`src/rtl/multicycle_controller_if.sv`:
```
// Control bus between the multicycle controller and the datapath / instruction register.
interface multicycle_controller_if #(
    parameter int unsigned OPW  = 7,
    parameter int unsigned SELW = 2
);
    logic [OPW-1:0]  IW2Contr;
    logic            mem_ready;

    logic            LIR;
    logic            LPC;
    logic            rd1;
    logic            rd2;
    logic            wr_contr;
    logic            isJumpInstr;
    logic            isCallInstr;
    logic            Lflag_contr;
    logic            rdM;
    logic            wrM_contr;
    logic [SELW-1:0] selM1;
    logic [SELW-1:0] selM2;
    logic [SELW-1:0] selM3;
    logic [SELW-1:0] fnSel;
    logic            illegal;
    logic            mem_err;

    // Controller side
    modport master (
        input  IW2Contr, mem_ready,
        output LIR, LPC, rd1, rd2, wr_contr, isJumpInstr, isCallInstr, Lflag_contr,
               rdM, wrM_contr, selM1, selM2, selM3, fnSel, illegal, mem_err
    );

    // Datapath side
    modport slave (
        output IW2Contr, mem_ready,
        input  LIR, LPC, rd1, rd2, wr_contr, isJumpInstr, isCallInstr, Lflag_contr,
               rdM, wrM_contr, selM1, selM2, selM3, fnSel, illegal, mem_err
    );
endinterface

```
`src/rtl/multicycle_controller.sv`:
```
// Multi-cycle CPU controller: FETCH/DECODE/EXEC/MEM/WB/HALT FSM with registered
// datapath controls, memory ready handshake and a MEM-state timeout.
module multicycle_controller #(
    parameter int unsigned OPW       = 7,
    parameter int unsigned SELW      = 2,
    parameter int unsigned TO_CYCLES = 16
) (
    input  logic                   clk,
    input  logic                   rstIn,
    multicycle_controller_if.master ctrl
);

    localparam int unsigned OPF  = 7;
    localparam int unsigned CNTW = (TO_CYCLES == 0) ? 1 : $clog2(TO_CYCLES + 1);
    localparam logic [CNTW-1:0] CNT_LAST = CNTW'((TO_CYCLES == 0) ? 0 : TO_CYCLES - 1);
    localparam logic [CNTW-1:0] CNT_SAT  = CNTW'(TO_CYCLES);

    // Select codes: bit 2 marks a listed value, bits 1:0 the value itself.
    localparam logic [2:0] S00 = 3'b100;
    localparam logic [2:0] S01 = 3'b101;
    localparam logic [2:0] S10 = 3'b110;
    localparam logic [2:0] S11 = 3'b111;
    localparam logic [2:0] SNA = 3'b000;

    // S_RESET is held only while rstIn is high, so that the registered LIR of
    // FETCH is visible in the first cycle after reset is released.
    typedef enum logic [2:0] {
        S_RESET  = 3'd0,
        S_FETCH  = 3'd1,
        S_DECODE = 3'd2,
        S_EXEC   = 3'd3,
        S_MEM    = 3'd4,
        S_WB     = 3'd5,
        S_HALT   = 3'd6
    } state_e;

    typedef struct packed {
        logic       rd1;
        logic       rd2;
        logic       wr;
        logic       lflag;
        logic       jump;
        logic       call;
        logic       rdm;
        logic       wrm;
        logic       illegal;
        logic [2:0] m1;
        logic [2:0] m2;
        logic [2:0] m3;
        logic [2:0] fn;
    } dec_t;

    typedef struct packed {
        logic            lir;
        logic            lpc;
        logic            rd1;
        logic            rd2;
        logic            wr;
        logic            jump;
        logic            call;
        logic            lflag;
        logic            rdm;
        logic            wrm;
        logic            illegal;
        logic            mem_err;
        logic [SELW-1:0] m1;
        logic [SELW-1:0] m2;
        logic [SELW-1:0] m3;
        logic [SELW-1:0] fn;
    } ctl_t;

    state_e          state_q, state_d;
    logic [OPF-1:0]  op_q, op_d;
    logic [CNTW-1:0] cnt_q, cnt_d;
    ctl_t            ctl_q, ctl_d;
    dec_t            dec_c;
    logic            timeout_c;

    // Listed codes are zero-extended, unlisted ones become all ones.
    function automatic logic [SELW-1:0] to_sel(input logic [2:0] c);
        return c[2] ? SELW'(c[1:0]) : '1;
    endfunction

    function automatic ctl_t idle_ctl();
        ctl_t c;
        c    = '0;
        c.m1 = '1;
        c.m2 = '1;
        c.m3 = '1;
        c.fn = '1;
        return c;
    endfunction

    // Opcode class decode.
    function automatic dec_t decode(input logic [OPF-1:0] op);
        dec_t d;
        d    = '0;
        d.m1 = SNA;
        d.m2 = SNA;
        d.m3 = SNA;
        d.fn = SNA;
        if (!op[6]) begin
            if (!op[5]) begin
                // ALUi / ALUr
                d.rd1 = op[2];  d.rd2 = 1'b1;  d.wr = 1'b1;  d.lflag = 1'b1;
                d.m1 = op[2] ? S01 : S10;  d.m2 = S01;  d.m3 = S10;  d.fn = S00;
            end else if (!op[4]) begin
                if (!op[3]) begin
                    // mnsi / mnsr
                    d.rd1 = op[2];  d.rd2 = 1'b1;  d.lflag = 1'b1;
                    d.m1 = op[2] ? S01 : S10;  d.m2 = S01;  d.m3 = S10;  d.fn = S00;
                end else begin
                    // cmp
                    d.rd2 = 1'b1;  d.lflag = 1'b1;
                    d.m1 = S11;  d.m2 = S01;  d.m3 = S10;  d.fn = S01;
                end
            end else begin
                d.illegal = 1'b1;
            end
        end else begin
            case (op[5:4])
                2'b00: begin
                    case (op[2:1])
                        2'b00: begin
                            d.wr = 1'b1;
                            d.m2 = S10;  d.m3 = S10;  d.fn = S01;
                        end
                        2'b01: begin
                            d.rd1 = 1'b1;  d.wr = 1'b1;
                            d.m2 = S00;  d.m3 = S10;  d.fn = S01;
                        end
                        2'b10: begin
                            d.rd1 = 1'b1;  d.wr = 1'b1;  d.rdm = 1'b1;
                            d.m1 = S01;  d.m2 = S10;  d.m3 = S01;  d.fn = S10;
                        end
                        default: d.illegal = 1'b1;
                    endcase
                end
                2'b01: begin
                    d.rd1 = 1'b1;  d.rd2 = 1'b1;  d.wrm = 1'b1;
                    d.m1 = S01;  d.m2 = S10;  d.m3 = S11;  d.fn = S10;
                end
                2'b10: begin
                    d.jump = 1'b1;
                    d.m1 = S00;  d.m2 = S10;  d.m3 = S11;  d.fn = S10;
                end
                default: begin
                    if (!op[3]) begin
                        d.call = 1'b1;  d.wr = 1'b1;
                        d.m1 = S00;  d.m2 = S10;  d.m3 = S00;  d.fn = S10;
                    end else begin
                        d.call = 1'b1;  d.rd2 = 1'b1;
                        d.m2 = S01;  d.m3 = S11;  d.fn = S01;
                    end
                end
            endcase
        end
        return d;
    endfunction

    generate
        if (OPW > OPF) begin : g_low_bits
            logic unused_low_bits;
            assign unused_low_bits = ^ctrl.IW2Contr[OPW-OPF-1:0];
        end
    endgenerate

    // Opcode is captured at the end of DECODE; decode looks at the value being captured.
    always_comb begin
        op_d  = (state_q == S_DECODE) ? ctrl.IW2Contr[OPW-1 -: OPF] : op_q;
        dec_c = decode(op_d);
    end

    // Timeout fires on the TO_CYCLES-th consecutive MEM cycle without mem_ready.
    always_comb begin
        timeout_c = (TO_CYCLES != 0) && (state_q == S_MEM) && !ctrl.mem_ready &&
                    (cnt_q == CNT_LAST);
        cnt_d = '0;
        if (state_q == S_MEM) begin
            cnt_d = cnt_q;
            if (!ctrl.mem_ready && (cnt_q != CNT_SAT)) begin
                cnt_d = cnt_q + CNTW'(1);
            end
        end
    end

    // State register.
    always_ff @(posedge clk) begin
        if (rstIn) begin
            state_q <= S_RESET;
        end else begin
            state_q <= state_d;
        end
    end

    // Next-state logic.
    always_comb begin
        state_d = state_q;
        case (state_q)
            S_RESET:  state_d = S_FETCH;
            S_FETCH:  state_d = S_DECODE;
            S_DECODE: state_d = dec_c.illegal ? S_HALT : S_EXEC;
            S_EXEC:   state_d = (dec_c.rdm || dec_c.wrm) ? S_MEM : S_WB;
            S_MEM: begin
                if (ctrl.mem_ready) begin
                    state_d = S_WB;
                end else if (timeout_c) begin
                    state_d = S_HALT;
                end
            end
            S_WB:     state_d = S_FETCH;
            S_HALT:   state_d = S_HALT;
            default:  state_d = S_HALT;
        endcase
    end

    // Output decode for the state being entered, so registered outputs line up with it.
    always_comb begin
        ctl_d         = idle_ctl();
        ctl_d.illegal = ctl_q.illegal | ((state_q == S_DECODE) && dec_c.illegal);
        ctl_d.mem_err = ctl_q.mem_err | timeout_c;
        ctl_d.lir     = (state_d == S_FETCH);
        if ((state_d == S_EXEC) || (state_d == S_MEM) || (state_d == S_WB)) begin
            ctl_d.rd1  = dec_c.rd1;
            ctl_d.rd2  = dec_c.rd2;
            ctl_d.jump = dec_c.jump;
            ctl_d.call = dec_c.call;
            ctl_d.m1   = to_sel(dec_c.m1);
            ctl_d.m2   = to_sel(dec_c.m2);
            ctl_d.m3   = to_sel(dec_c.m3);
            ctl_d.fn   = to_sel(dec_c.fn);
        end
        ctl_d.lflag = (state_d == S_EXEC) && dec_c.lflag;
        ctl_d.rdm   = (state_d == S_MEM) && dec_c.rdm;
        ctl_d.wrm   = (state_d == S_MEM) && dec_c.wrm;
        ctl_d.wr    = (state_d == S_WB) && dec_c.wr;
        ctl_d.lpc   = (state_d == S_WB);
    end

    // Opcode, wait counter and output registers.
    always_ff @(posedge clk) begin
        if (rstIn) begin
            op_q  <= '0;
            cnt_q <= '0;
            ctl_q <= idle_ctl();
        end else begin
            op_q  <= op_d;
            cnt_q <= cnt_d;
            ctl_q <= ctl_d;
        end
    end

    assign ctrl.LIR         = ctl_q.lir;
    assign ctrl.LPC         = ctl_q.lpc;
    assign ctrl.rd1         = ctl_q.rd1;
    assign ctrl.rd2         = ctl_q.rd2;
    assign ctrl.wr_contr    = ctl_q.wr;
    assign ctrl.isJumpInstr = ctl_q.jump;
    assign ctrl.isCallInstr = ctl_q.call;
    assign ctrl.Lflag_contr = ctl_q.lflag;
    assign ctrl.rdM         = ctl_q.rdm;
    assign ctrl.wrM_contr   = ctl_q.wrm;
    assign ctrl.selM1       = ctl_q.m1;
    assign ctrl.selM2       = ctl_q.m2;
    assign ctrl.selM3       = ctl_q.m3;
    assign ctrl.fnSel       = ctl_q.fn;
    assign ctrl.illegal     = ctl_q.illegal;
    assign ctrl.mem_err     = ctl_q.mem_err;

endmodule

```
`src/flat_wrapper.sv`:
```
// flat-port wrapper written by rule: the top's interface ports become plain ports
module multicycle_controller_flat 
#(
    parameter int unsigned OPW       = 7,
    parameter int unsigned SELW      = 2,
    parameter int unsigned TO_CYCLES = 16
)
  (clk, rstIn, ctrl_IW2Contr, ctrl_mem_ready, ctrl_LIR, ctrl_LPC, ctrl_rd1, ctrl_rd2, ctrl_wr_contr, ctrl_isJumpInstr, ctrl_isCallInstr, ctrl_Lflag_contr, ctrl_rdM, ctrl_wrM_contr, ctrl_selM1, ctrl_selM2, ctrl_selM3, ctrl_fnSel, ctrl_illegal, ctrl_mem_err);
  multicycle_controller_if #(.OPW(OPW), .SELW(SELW)) ctrl_i ();
  input  logic clk;
  input  logic rstIn;
  input wire logic [$bits(ctrl_i.IW2Contr)-1:0] ctrl_IW2Contr;
  input wire logic [$bits(ctrl_i.mem_ready)-1:0] ctrl_mem_ready;
  output wire logic [$bits(ctrl_i.LIR)-1:0] ctrl_LIR;
  output wire logic [$bits(ctrl_i.LPC)-1:0] ctrl_LPC;
  output wire logic [$bits(ctrl_i.rd1)-1:0] ctrl_rd1;
  output wire logic [$bits(ctrl_i.rd2)-1:0] ctrl_rd2;
  output wire logic [$bits(ctrl_i.wr_contr)-1:0] ctrl_wr_contr;
  output wire logic [$bits(ctrl_i.isJumpInstr)-1:0] ctrl_isJumpInstr;
  output wire logic [$bits(ctrl_i.isCallInstr)-1:0] ctrl_isCallInstr;
  output wire logic [$bits(ctrl_i.Lflag_contr)-1:0] ctrl_Lflag_contr;
  output wire logic [$bits(ctrl_i.rdM)-1:0] ctrl_rdM;
  output wire logic [$bits(ctrl_i.wrM_contr)-1:0] ctrl_wrM_contr;
  output wire logic [$bits(ctrl_i.selM1)-1:0] ctrl_selM1;
  output wire logic [$bits(ctrl_i.selM2)-1:0] ctrl_selM2;
  output wire logic [$bits(ctrl_i.selM3)-1:0] ctrl_selM3;
  output wire logic [$bits(ctrl_i.fnSel)-1:0] ctrl_fnSel;
  output wire logic [$bits(ctrl_i.illegal)-1:0] ctrl_illegal;
  output wire logic [$bits(ctrl_i.mem_err)-1:0] ctrl_mem_err;
  assign ctrl_i.IW2Contr = ctrl_IW2Contr;
  assign ctrl_i.mem_ready = ctrl_mem_ready;
  assign ctrl_LIR = ctrl_i.LIR;
  assign ctrl_LPC = ctrl_i.LPC;
  assign ctrl_rd1 = ctrl_i.rd1;
  assign ctrl_rd2 = ctrl_i.rd2;
  assign ctrl_wr_contr = ctrl_i.wr_contr;
  assign ctrl_isJumpInstr = ctrl_i.isJumpInstr;
  assign ctrl_isCallInstr = ctrl_i.isCallInstr;
  assign ctrl_Lflag_contr = ctrl_i.Lflag_contr;
  assign ctrl_rdM = ctrl_i.rdM;
  assign ctrl_wrM_contr = ctrl_i.wrM_contr;
  assign ctrl_selM1 = ctrl_i.selM1;
  assign ctrl_selM2 = ctrl_i.selM2;
  assign ctrl_selM3 = ctrl_i.selM3;
  assign ctrl_fnSel = ctrl_i.fnSel;
  assign ctrl_illegal = ctrl_i.illegal;
  assign ctrl_mem_err = ctrl_i.mem_err;
  multicycle_controller #(.OPW(OPW), .SELW(SELW), .TO_CYCLES(TO_CYCLES)) u_core (.clk(clk), .rstIn(rstIn), .ctrl(ctrl_i));
endmodule
```
`config.mk`:
```
export PLATFORM = sky130hd
export DESIGN_NAME = multicycle_controller_flat
export DESIGN_NICKNAME = d
export VERILOG_FILES = /design/src/rtl/multicycle_controller_if.sv /design/src/rtl/multicycle_controller.sv /design/src/flat_wrapper.sv
export SDC_FILE = /design/constraint.sdc
export NUM_CORES = 1
export LEC_CHECK = 0
export ABC_AREA = 1
export CAP_MARGIN = 20
export CORE_MARGIN = 3
export CORE_UTILIZATION = 45
export CTS_CLUSTER_DIAMETER = 60
export CTS_CLUSTER_SIZE = 20
export DETAILED_ROUTE_END_ITERATION = 16
export PLACE_DENSITY = 0.69
export SLEW_MARGIN = 20
export SYNTH_ARGS = -nofsm -noshare
export SYNTH_HDL_FRONTEND = slang
export SYNTH_SLANG_ARGS = --single-unit
export TNS_END_PERCENT = 20
```
`constraint.sdc`:
```
create_clock -name clk -period 2.45 [get_ports clk]
set_clock_uncertainty 0.15 [all_clocks]
set_input_delay 0.3675 -clock clk [delete_from_list [all_inputs] [get_ports clk]]
set_output_delay 0.3675 -clock clk [all_outputs]
set_load 0.1 [all_outputs]
```
==> run_results.csv, run 1 <==
group,metric,value,unit
flow_run,timing.max_cap.violations,0,
pwr,seqPwrFrac,0.274,
pwr,internal_power,1297,uW
logic_synthesis,synth_ff_type,"dfxtp_1",
route,wirelength,3318,um
finish,area_growth,27.97,%
logic_synthesis,yosys.area.top_type,"dfxtp_1",
outcome,outcome,"finished clean",
route,drcViolationCount,0,
finish,n_antenna_cell,0,
timing,fin_crit_sh,0.8916,
grt,grt_max_degree,17,
setup_path,end_kind,"flip-flop",
grt,gr-usage-all-layers,0.1712,
placement,hpwlAfterDp,2666,um
clock_tree,clockBufferDepth,2,
placement,placed_area,2076,sq um
timing,worst_pin_slew,0.3014,ns
timing,tns,0,ns
hold_path,min_to,"u_core.ctrl.illegal",
placement,io_buffers,28,
floorplan,die_area,4574,sq um
clock_tree,clk_pin_slew,0.07,ns
route,firstDrtPassIters,5,
logic_synthesis,postSynth.asyncResetShare,0,
logic_synthesis,synth_edf_count,0,
timing,rsz0062_at_grt,"false",
floorplan,rows,21,
logic_synthesis,yosysMostFrequentCell,"nand2_1",
pwr,p_sw,1199,uW
clock_tree,cts_resized,0,
clock_tree,cts_tree,"built",
finish,fillers,343,
logic_synthesis,synth_top_area_frac,0.3982,
setup_path,r2r_cells,14,
clock_tree,cts_sinks,34,
hold_path,hold_path.startpoint,"u_core.ctrl.illegal",
timing,min_period,2.184,ns
logic_synthesis,synth_commonest_cells,"nand2_1 (40), dfxtp_1 (34), inv_1 (31)",
floorplan,die_h,67.63,um
floorplan,core_area,3495,sq um
route,via_per_inst,4.735,
grt,grt_antenna_before_repair,0,
logic_synthesis,synth-seq-cells,34,
logic_synthesis,ys_types,27,
pwr,power_leakage,0.001041,uW
clock_tree,root_buffer,"clkbuf_8",
logic_synthesis,netlist_instances,217,
finish,final_cells,309,
pwr,switching_share,0.4804,
logic_synthesis,seq_area_frac_synth,0.3982,
route,drt_iter0_drc,75,
setup_path,startpoint_type,"flip-flop",
finish,multi_input_area,889.6,sq um
clock_tree,htreeDepth,2,
finish,drive_gt1_frac,0.2510,
pwr,power.density,1141,nW/um^2
logic_synthesis,yosysWarnings,0,
clock_tree,post_cts.repair.setup_buffers,0,
setup_path,worstSetupPathType,"flip-flop to flip-flop",
route,via_count,1463,
route,wire_per_inst,10.74,um
hold_path,hold_depth,2,
clock_tree,clock_latency,0.29,ns
timing,hold_ws,0.2989,ns
timing,hold_viol_final,0,
setup_path,r2r-start,"u_core.state_q[0]",
timing,fmax,457.8,MHz
finish,finalInstanceArea,2187,sq um
grt,grt_pass1_wl,5775,um
pwr,p_clk_frac,0.199,
setup_path,cp_max_fo,8,
grt,globalRoute.totalOverflow,0,
floorplan,die-width,67.63,um
timing,maxSlewHeadroom,0.7987,
logic_synthesis,synth_fp_nets,238,
clock_tree,hold_buffers,0,
logic_synthesis,syn_area,1709,sq um
floorplan,start_util,0.4891,
hold_path,hp-class,"flip-flop to flip-flop",
clock_tree,cts_made_buffers,5,
floorplan,top_level_ports,30,
pwr,combPwrFrac,0.527,
setup_path,cp.required,2.47,ns
pwr,peakVddDrop,0.0005216,V
timing,setup_violations,0,
setup_path,crit_arrival,2.21,ns
placement,gp_congestion,0.9038,
placement,placed_cells,301,
route,antenna_left,0,
logic_synthesis,synthTopCellsByArea,"dfxtp_1 (40%), nand2_1 (8.8%), ha_1 (8.1%), inv_1 (6.8%), nand3_1 (5.6%)",
logic_synthesis,avgSynthCellArea,7.876,sq um
finish,regArea,680.7,sq um
finish,fin_nets,283,
timing,drv_slew,0,
grt,grt_pass1_vias,1275,
setup_path,r2r-end,"u_core.ctrl.selM2[1]",
setup_path,reg2reg_slack,0.27,ns
[registers in the layout, summed over array words and instances, names as in the netlist, 2 cells and up]
name               cells
u_core.op_q            6
u_core.cnt_q           5
u_core.state_q         3
u_core.ctrl.fnSel      2
u_core.ctrl.selM1      2
u_core.ctrl.selM2      2
u_core.ctrl.selM3      2
[through the flow]
stage          worst slack (ns)  utilization  power, uW
2_1_floorplan            0.3010            -       1719
3_3_place_gp             0.1443       0.5940       2005
3_5_place_dp             0.1290       0.5940       2010
4_1_cts                  0.2135       0.6251       2521
5_1_grt                 0.03412       0.6259       2664
6_report                 0.2657       0.6259       2496
[kinds of logic after synthesis]
group | after synthesis | share of synthesized area
flops | 34 | 0.3982
buf+inv | 36 | 0.08126
fa+ha+maj | 11 | 0.08053
simple gates | 109 | 0.3521
compound gates | 27 | 0.08785
[routing by layer]
metal | global-route usage | vias to the layer above | wire length [um]
met5 | 0 | - | 0
met4 | 0.08354 | 0 | 68
met3 | 0.05158 | 6 | 191
met2 | 0.2552 | 34 | 1422
met1 | 0.2231 | 638 | 1635
li1 | - | 785 | -
[power by group through the flow]
stage | registers (uW) | logic (uW) | clock network [uW]
after floorplan | 1180 | 541 | 0
after global placement | 696 | 1310 | 0
after detailed placement | 698 | 1310 | 0
after CTS | 685 | 1320 | 516
after global routing | 695 | 1420 | 545
final | 685 | 1310 | 497
[layout make-up]
type,count,share of cell area
clock buffer,5,0.03146
clock inverter,3,0.01831
inverter,34,0.05950
multi-input combinational,147,0.4068
sequential,34,0.3112
tap,46,0.02632
timing repair buffer,40,0.1465
[how the worst max path moves through the flow]
stage / start / endpoint / slack (ns) / depth (start not counted)
6_report: u_core.state_q[0] / u_core.ctrl.selM2[1] / 0.27 / 14
5_1_grt: u_core.state_q[0] / u_core.ctrl.selM2[1] / 0.03 / 15
2_1_floorplan: u_core.state_q[1] / u_core.ctrl.fnSel[0] / 0.30 / 14
3_3_place_gp: ctrl_IW2Contr[4] / u_core.ctrl.selM2[1] / 0.14 / 13
3_5_place_dp: ctrl_IW2Contr[2] / u_core.ctrl.selM1[1] / 0.13 / 11
4_1_cts: u_core.state_q[0] / u_core.ctrl.selM2[1] / 0.21 / 15
[layout by cell type, fill, tap and decap left out, drive strengths merged]
cell type	netlist	final
a21oi	13	13
and2	1	1
nor2	21	21
nor3	7	7
bufinv	0	1
o211ai	1	1
inv	34	34
clkbuf	1	5
nand4	3	3
clkdlybuf4s50	0	8
dfxtp	34	34
a21boi	1	1
o21ai	9	9
nand2	50	50
buf	1	32
nand3b	1	1
o22ai	1	1
clkinv	0	2
ha	11	11
nand3	26	26
o21bai	2	2
[critical path, cell delays in order (launching register included)]
cell and delay, ns:
dfxtp_1 0.34, inv_2 0.12, nand3_4 0.15, inv_4 0.13, nand2_1 0.05, and2_1 0.17, inv_1 0.11, ha_1 0.17
nand2_1 0.08, nand2_2 0.09, nand3_4 0.07, nand2_4 0.12, nand3_4 0.10, nand2_4 0.13, nand3_1 0.07
No activity file was read; power rests on OpenSTA's default activity.
==> inputs of run 2 (changes only) <==
--- a/config.mk
+++ b/config.mk
@@ -7,7 +7,7 @@
 export LEC_CHECK = 0
 export ABC_AREA = 1
 export CAP_MARGIN = 20
-export CORE_MARGIN = 3
+export CORE_MARGIN = 4
 export CORE_UTILIZATION = 45
 export CTS_CLUSTER_DIAMETER = 60
 export CTS_CLUSTER_SIZE = 20
==> run 2 against run 1 <==
- hold slack improved by 0.0064 ns
- clock power decreased by 15%
- critical path type unchanged
- die area increased by 6.0%
- utilization decreased by 3.9 points
- critical path depth increased by 1
- global-route usage decreased by 2.3 points
- sequential share of layout area increased by 0.58 points
- final cell count decreased by 0.32%
- setup slack got worse by 0.017 ns
- final area decreased by 1.8%
==> run_results.csv, run 2 (synthesized netlist as in run 1, its figures left out) <==
group,metric,value,unit
outcome,outcome,"finished clean",
flow_run,timing.max_cap.violations,0,
floorplan,rows,22,
timing,fmax,454.3,MHz
floorplan,start_util,0.4668,
clock_tree,htreeDepth,2,
clock_tree,clock_latency,0.29,ns
grt,grt_pass1_vias,1331,
floorplan,die_area,4848,sq um
finish,layout_commonest_cell,"nand2_1",
route,drcViolationCount,0,
route,via_count,1433,
finish,final_cells,308,
finish,fillers,355,
timing,rsz0062_at_grt,"false",
route,wire_per_inst,10.98,um
finish,n_antenna_cell,0,
finish,drive_gt1_frac,0.2385,
route,wirelength,3382,um
placement,io_buffers,28,
setup_path,cp.required,2.46,ns
clock_tree,hold_buffers,0,
grt,gr-usage-all-layers,0.1479,
placement,hpwlAfterDp,2677,um
route,via_per_inst,4.653,
clock_tree,cts_sinks,34,
finish,layout.cells.most_common_list,"nand2_1 (40), dfxtp_1 (34), inv_1 (31)",
route,antenna_left,0,
grt,grt_pass1_wl,5851,um
pwr,p_clk_frac,0.176,
floorplan,die_h,69.63,um
setup_path,crit_arrival,2.21,ns
timing,min_period,2.201,ns
setup_path,reg2reg_slack,0.25,ns
setup_path,startpoint_type,"flip-flop",
timing,tns,0,ns
floorplan,die-width,69.63,um
grt,grt_max_degree,17,
placement,placed_cells,300,
hold_path,hp-class,"flip-flop to flip-flop",
grt,globalRoute.totalOverflow,0,
setup_path,cp_max_fo,8,
pwr,power_leakage,0.001020,uW
finish,reg_top3,"u_core.op_q (6), u_core.cnt_q (5), u_core.state_q (3)",
finish,multi_input_area,889.6,sq um
finish,top_register,"u_core.op_q",
clock_tree,post_cts.repair.setup_buffers,0,
placement,gp_congestion,0.8331,
finish,fin_nets,280,
timing,drv_slew,0,
clock_tree,cts_resized,0,
route,drt_iter0_drc,84,
timing,worst_pin_slew,0.3179,ns
clock_tree,clk_pin_slew,0.08,ns
timing,setup_violations,0,
grt,grt_antenna_before_repair,0,
clock_tree,clockBufferDepth,2,
floorplan,core_area,3661,sq um
clock_tree,cts_tree,"built",
timing,hold_viol_final,0,
setup_path,end_kind,"flip-flop",
setup_path,worstSetupPathType,"flip-flop to flip-flop",
pwr,combPwrFrac,0.541,
pwr,seqPwrFrac,0.284,
finish,regArea,680.7,sq um
finish,largest_reg_flops,6,
route,firstDrtPassIters,4,
floorplan,top_level_ports,30,
finish,area_growth,25.62,%
pwr,power.density,1122,nW/um^2
clock_tree,root_buffer,"clkbuf_8",
pwr,p_sw,1198,uW
pwr,switching_share,0.4970,
timing,fin_crit_sh,0.8985,
clock_tree,cts_made_buffers,5,
timing,maxSlewHeadroom,0.7873,
pwr,internal_power,1212,uW
pwr,peakVddDrop,0.0004071,V
## run 2: cell count changes in the layout (fill, tap and decap cells not counted)
cell and change:
buf_4 -3, bufinv_16 -1, clkbuf_1 +1, clkbuf_8 +1, clkinv_2 -1, inv_2 +1, inv_4 -1
## run 2: power groups by stage
stage                     logic [uW]  clock network [uW]  registers [uW]
after CTS                       1300                 435             684
after global routing            1410                 456             694
final                           1300                 424             683
after detailed placement        1300                   0             696
after global placement          1300                   0             694
after floorplan                  541                   0            1180
## run 2: final cells by class
class / instances / area share
Multi-Input combinational cell: 147 / 0.4143
Sequential cell: 34 / 0.3170
Timing Repair Buffer: 37 / 0.1387
Inverter: 34 / 0.05944
Clock buffer: 7 / 0.04021
Tap cell: 48 / 0.02797
Clock inverter: 1 / 0.002331
## run 2: worst paths after layout
path	from	endpoint	cells past startpoint
setup / recovery	u_core.state_q[0]	u_core.ctrl.fnSel[0]	15
hold / removal	u_core.ctrl.illegal	u_core.ctrl.illegal	2
setup reg to reg	u_core.state_q[0]	u_core.ctrl.fnSel[0]	15
hold reg to reg	u_core.ctrl.illegal	u_core.ctrl.illegal	2
## run 2: metrics by stage
step	worst slack, ns	utilization	power, uW	instance area (sq um)	hold slack, ns
floorplan	0.3010	-	1719	1709	0.3125
global placement	0.07554	0.5615	1992	2056	0.2931
detailed placement	0.05411	0.5615	1996	2056	0.2962
CTS	0.2438	0.5865	2422	2147	0.3076
global route	0.07249	0.5865	2557	2147	0.3386
finish	0.2488	0.5865	2410	2147	0.3053
## run 2: critical path, stage by stage, from the launching register on
cell and delay, ns:
dfxtp_1 0.33, inv_2 0.12, nand3_4 0.14, inv_2 0.13
nand2_1 0.06, nand2_1 0.10, inv_1 0.07, ha_1 0.24
nand2_1 0.10, inv_1 0.07, nand2_2 0.09, nand3b_2 0.11
nand3_4 0.10, nand2_2 0.08, nand2_4 0.10, nand3_1 0.08
## run 2: routing by layer
metal | global-route usage | part of all wire | wire length, um | vias to the layer above
met1 | 0.1961 | 0.50 | 1698 | 618
li1 | - | - | - | 777
met4 | 0.05106 | 0.017 | 58 | 0
met5 | 0 | 0 | 0 | -
met3 | 0.04928 | 0.059 | 199 | 6
met2 | 0.2246 | 0.42 | 1426 | 32
==> inputs of run 3 (changes only) <==
--- a/config.mk
+++ b/config.mk
@@ -12,7 +12,7 @@
 export CTS_CLUSTER_DIAMETER = 60
 export CTS_CLUSTER_SIZE = 20
 export DETAILED_ROUTE_END_ITERATION = 16
-export PLACE_DENSITY = 0.69
+export PLACE_DENSITY = 0.74
 export SLEW_MARGIN = 20
 export SYNTH_ARGS = -nofsm -noshare
 export SYNTH_HDL_FRONTEND = slang
==> constraint.sdc (replaced) <==
create_clock -name clk -period 1.86 [get_ports clk]
set_clock_uncertainty 0.15 [all_clocks]
set_input_delay 0.279 -clock clk [delete_from_list [all_inputs] [get_ports clk]]
set_output_delay 0.279 -clock clk [all_outputs]
set_load 0.1 [all_outputs]
==> run 3 against run 2 <==
- the flow now finishes with violations (negative setup slack)
- final cell count rose by 13%
- global-route usage rose by 5.0 points
- non-clock buffer count rose by 40
- setup slack got worse by 0.37 ns
- utilization rose by 20 points
- critical path type unchanged
==> run_results.csv, run 3 (synthesized netlist as in run 1, its figures left out) <==
group,metric,value,unit
outcome,outcome,"finished, violations left",
outcome,violations,"negative setup slack",
setup_path,cp.required,1.94,ns
clock_tree,cts_tree,"built",
placement,gp_congestion,0.9354,
timing,maxSlewHeadroom,0.7799,
setup_path,worstSetupPathType,"flip-flop to flip-flop",
clock_tree,clockBufferDepth,2,
route,drt_iter0_drc,83,
finish,area_growth,68.52,%
setup_path,worstPathCellList,"inv_4, buf_4, nand4_1, nand2_2, ha_2, nand2_2, inv_2, nand2_4, nand3b_4, nand3_4, buf_6, nor3_2",
timing,tns,-1.345,ns
route,via_per_inst,4.934,
finish,layout_commonest_cell,"buf_4",
pwr,power_leakage,0.001335,uW
timing,worst_pin_slew,0.3294,ns
timing,drv_slew,0,
hold_path,hp-class,"flip-flop to flip-flop",
route,drcViolationCount,0,
timing,fin_ws,-0.1236,ns
timing,fmax,504.1,MHz
placement,io_buffers,28,
pwr,power.density,1398,nW/um^2
clock_tree,cts_made_buffers,5,
floorplan,die_h,69.63,um
timing,setup_violations,17,
clock_tree,clk_pin_slew,0.07,ns
grt,grt_antenna_before_repair,0,
route,via_count,1717,
finish,fin_nets,320,
finish,drive_gt1_frac,0.4500,
grt,globalRoute.totalOverflow,0,
timing,hold_viol_final,0,
floorplan,start_util,0.4668,
finish,regArea,689.4,sq um
finish,fillers,188,
clock_tree,hold_buffers,0,
route,firstDrtPassIters,7,
clock_tree,clock_latency,0.30,ns
floorplan,die-width,69.63,um
finish,largest_reg_flops,6,
grt,grt_pass1_wl,7610,um
route,antenna_left,0,
finish,layout.cells.most_common_list,"buf_4 (48), dfxtp_1 (31), nand2_1 (27)",
clock_tree,root_buffer,"clkbuf_8",
placement,pre_cts_slack,-0.3823,ns
setup_path,end_kind,"flip-flop",
setup_path,crit_path_max_incr_delay,0.36,ns
finish,n_antenna_cell,0,
route,wirelength,4706,um
setup_path,critPathTopFamily,"simple AND/OR/NAND/NOR gates",
setup_path,startpoint_type,"flip-flop",
pwr,p_total,4028,uW
setup_path,cp_max_fo,4,
setup_path,crit_arrival,2.06,ns
clock_tree,htreeDepth,2,
grt,grt_pass1_vias,1674,
grt,grt_max_degree,12,
setup_path,cp_num_buf_inv,4,
setup_path,worst_path_max_delay_cell,"dfxtp_4",
placement,hpwlAfterDp,3275,um
finish,multi_input_area,1046,sq um
grt,gr-usage-all-layers,0.1979,
finish,top_register,"u_core.op_q",
timing,rsz0062_at_grt,"true",
timing,min_period,1.984,ns
timing,fin_crit_sh,1.066,
floorplan,top_level_ports,30,
floorplan,core_area,3661,sq um
floorplan,die_area,4848,sq um
floorplan,rows,22,
setup_path,path_common_cell,"nand2_2",
pwr,peakVddDrop,0.0006498,V
clock_tree,cts_sinks,34,
flow_run,timing.max_cap.violations,0,
finish,reg_top3,"u_core.op_q (6), u_core.cnt_q (5), u_core.state_q (3)",
route,wire_per_inst,13.52,um
run 3: cell count changes in the layout (fill, tap and decap cells not counted), sizes merged:
cell	previous run	this run
buf	29	69
clkbuf	7	6
clkinvlp	0	1
run 3: report_power, final:
part / internal (uW) / leakage (uW) / switching (uW)
logic: 987 / 0.00101 / 1500
registers: 866 / 0.000278 / 102
clock network: 297 / 0.0000472 / 274
run 3: worst paths after layout:
kind                            cells past startpoint                start             endpoint  slack, ns
worst min-delay path                                2  u_core.ctrl.mem_err  u_core.ctrl.mem_err       0.35
worst max register to register                     12    u_core.state_q[0]      u_core.ctrl.rdM      -0.12
worst max-delay path                               12    u_core.state_q[0]      u_core.ctrl.rdM      -0.12
worst min register to register                      2  u_core.ctrl.mem_err  u_core.ctrl.mem_err       0.35
run 3: final cells by class:
class                      instances  share of cell area
multi-input combinational        147              0.3632
timing repair buffer              77              0.2958
sequential                        34              0.2394
inverter                          34             0.04778
clock buffer                       6             0.02867
tap                               48             0.02085
clock inverter                     2            0.004344
run 3: worst reg2reg max path: stages (launching register included):
cell,delay [ns]
dfxtp_4,0.36
inv_4,0.06
buf_4,0.12
nand4_1,0.16
nand2_2,0.18
ha_2,0.19
nand2_2,0.07
inv_2,0.08
nand2_4,0.06
nand3b_4,0.09
nand3_4,0.09
buf_6,0.15
nor3_2,0.16
run 3: what timing repair did:
action                                  CTS  global route
pin swaps                                 9             6
buffers inserted                          8             0
endpoints found under the setup margin   19            22
gates resized for setup                  21            10
run 3: routing by layer:
| metal | up-vias | global-route usage | routed length, um |
|---|---|---|---|
| met5 | - | 0 | 0 |
| met4 | 0 | 0.07660 | 96 |
| met3 | 13 | 0.06377 | 258 |
| met2 | 62 | 0.3506 | 2386 |
| met1 | 779 | 0.2184 | 1964 |
| li1 | 863 | - | - |
run 3: through the flow:
| step | instances | hold slack [ns] | utilization | cell area, sq um |
|---|---|---|---|---|
| 2_1_floorplan | 217 | 0.3125 | - | 1787 |
| 3_3_place_gp | 332 | 0.3297 | 0.7167 | 2624 |
| 3_5_place_dp | 332 | 0.3342 | 0.7167 | 2624 |
| 4_1_cts | 348 | 0.3525 | 0.7772 | 2845 |
| 5_1_grt | 348 | 0.3771 | 0.7867 | 2880 |
| 6_report | 348 | 0.3468 | 0.7867 | 2880 |
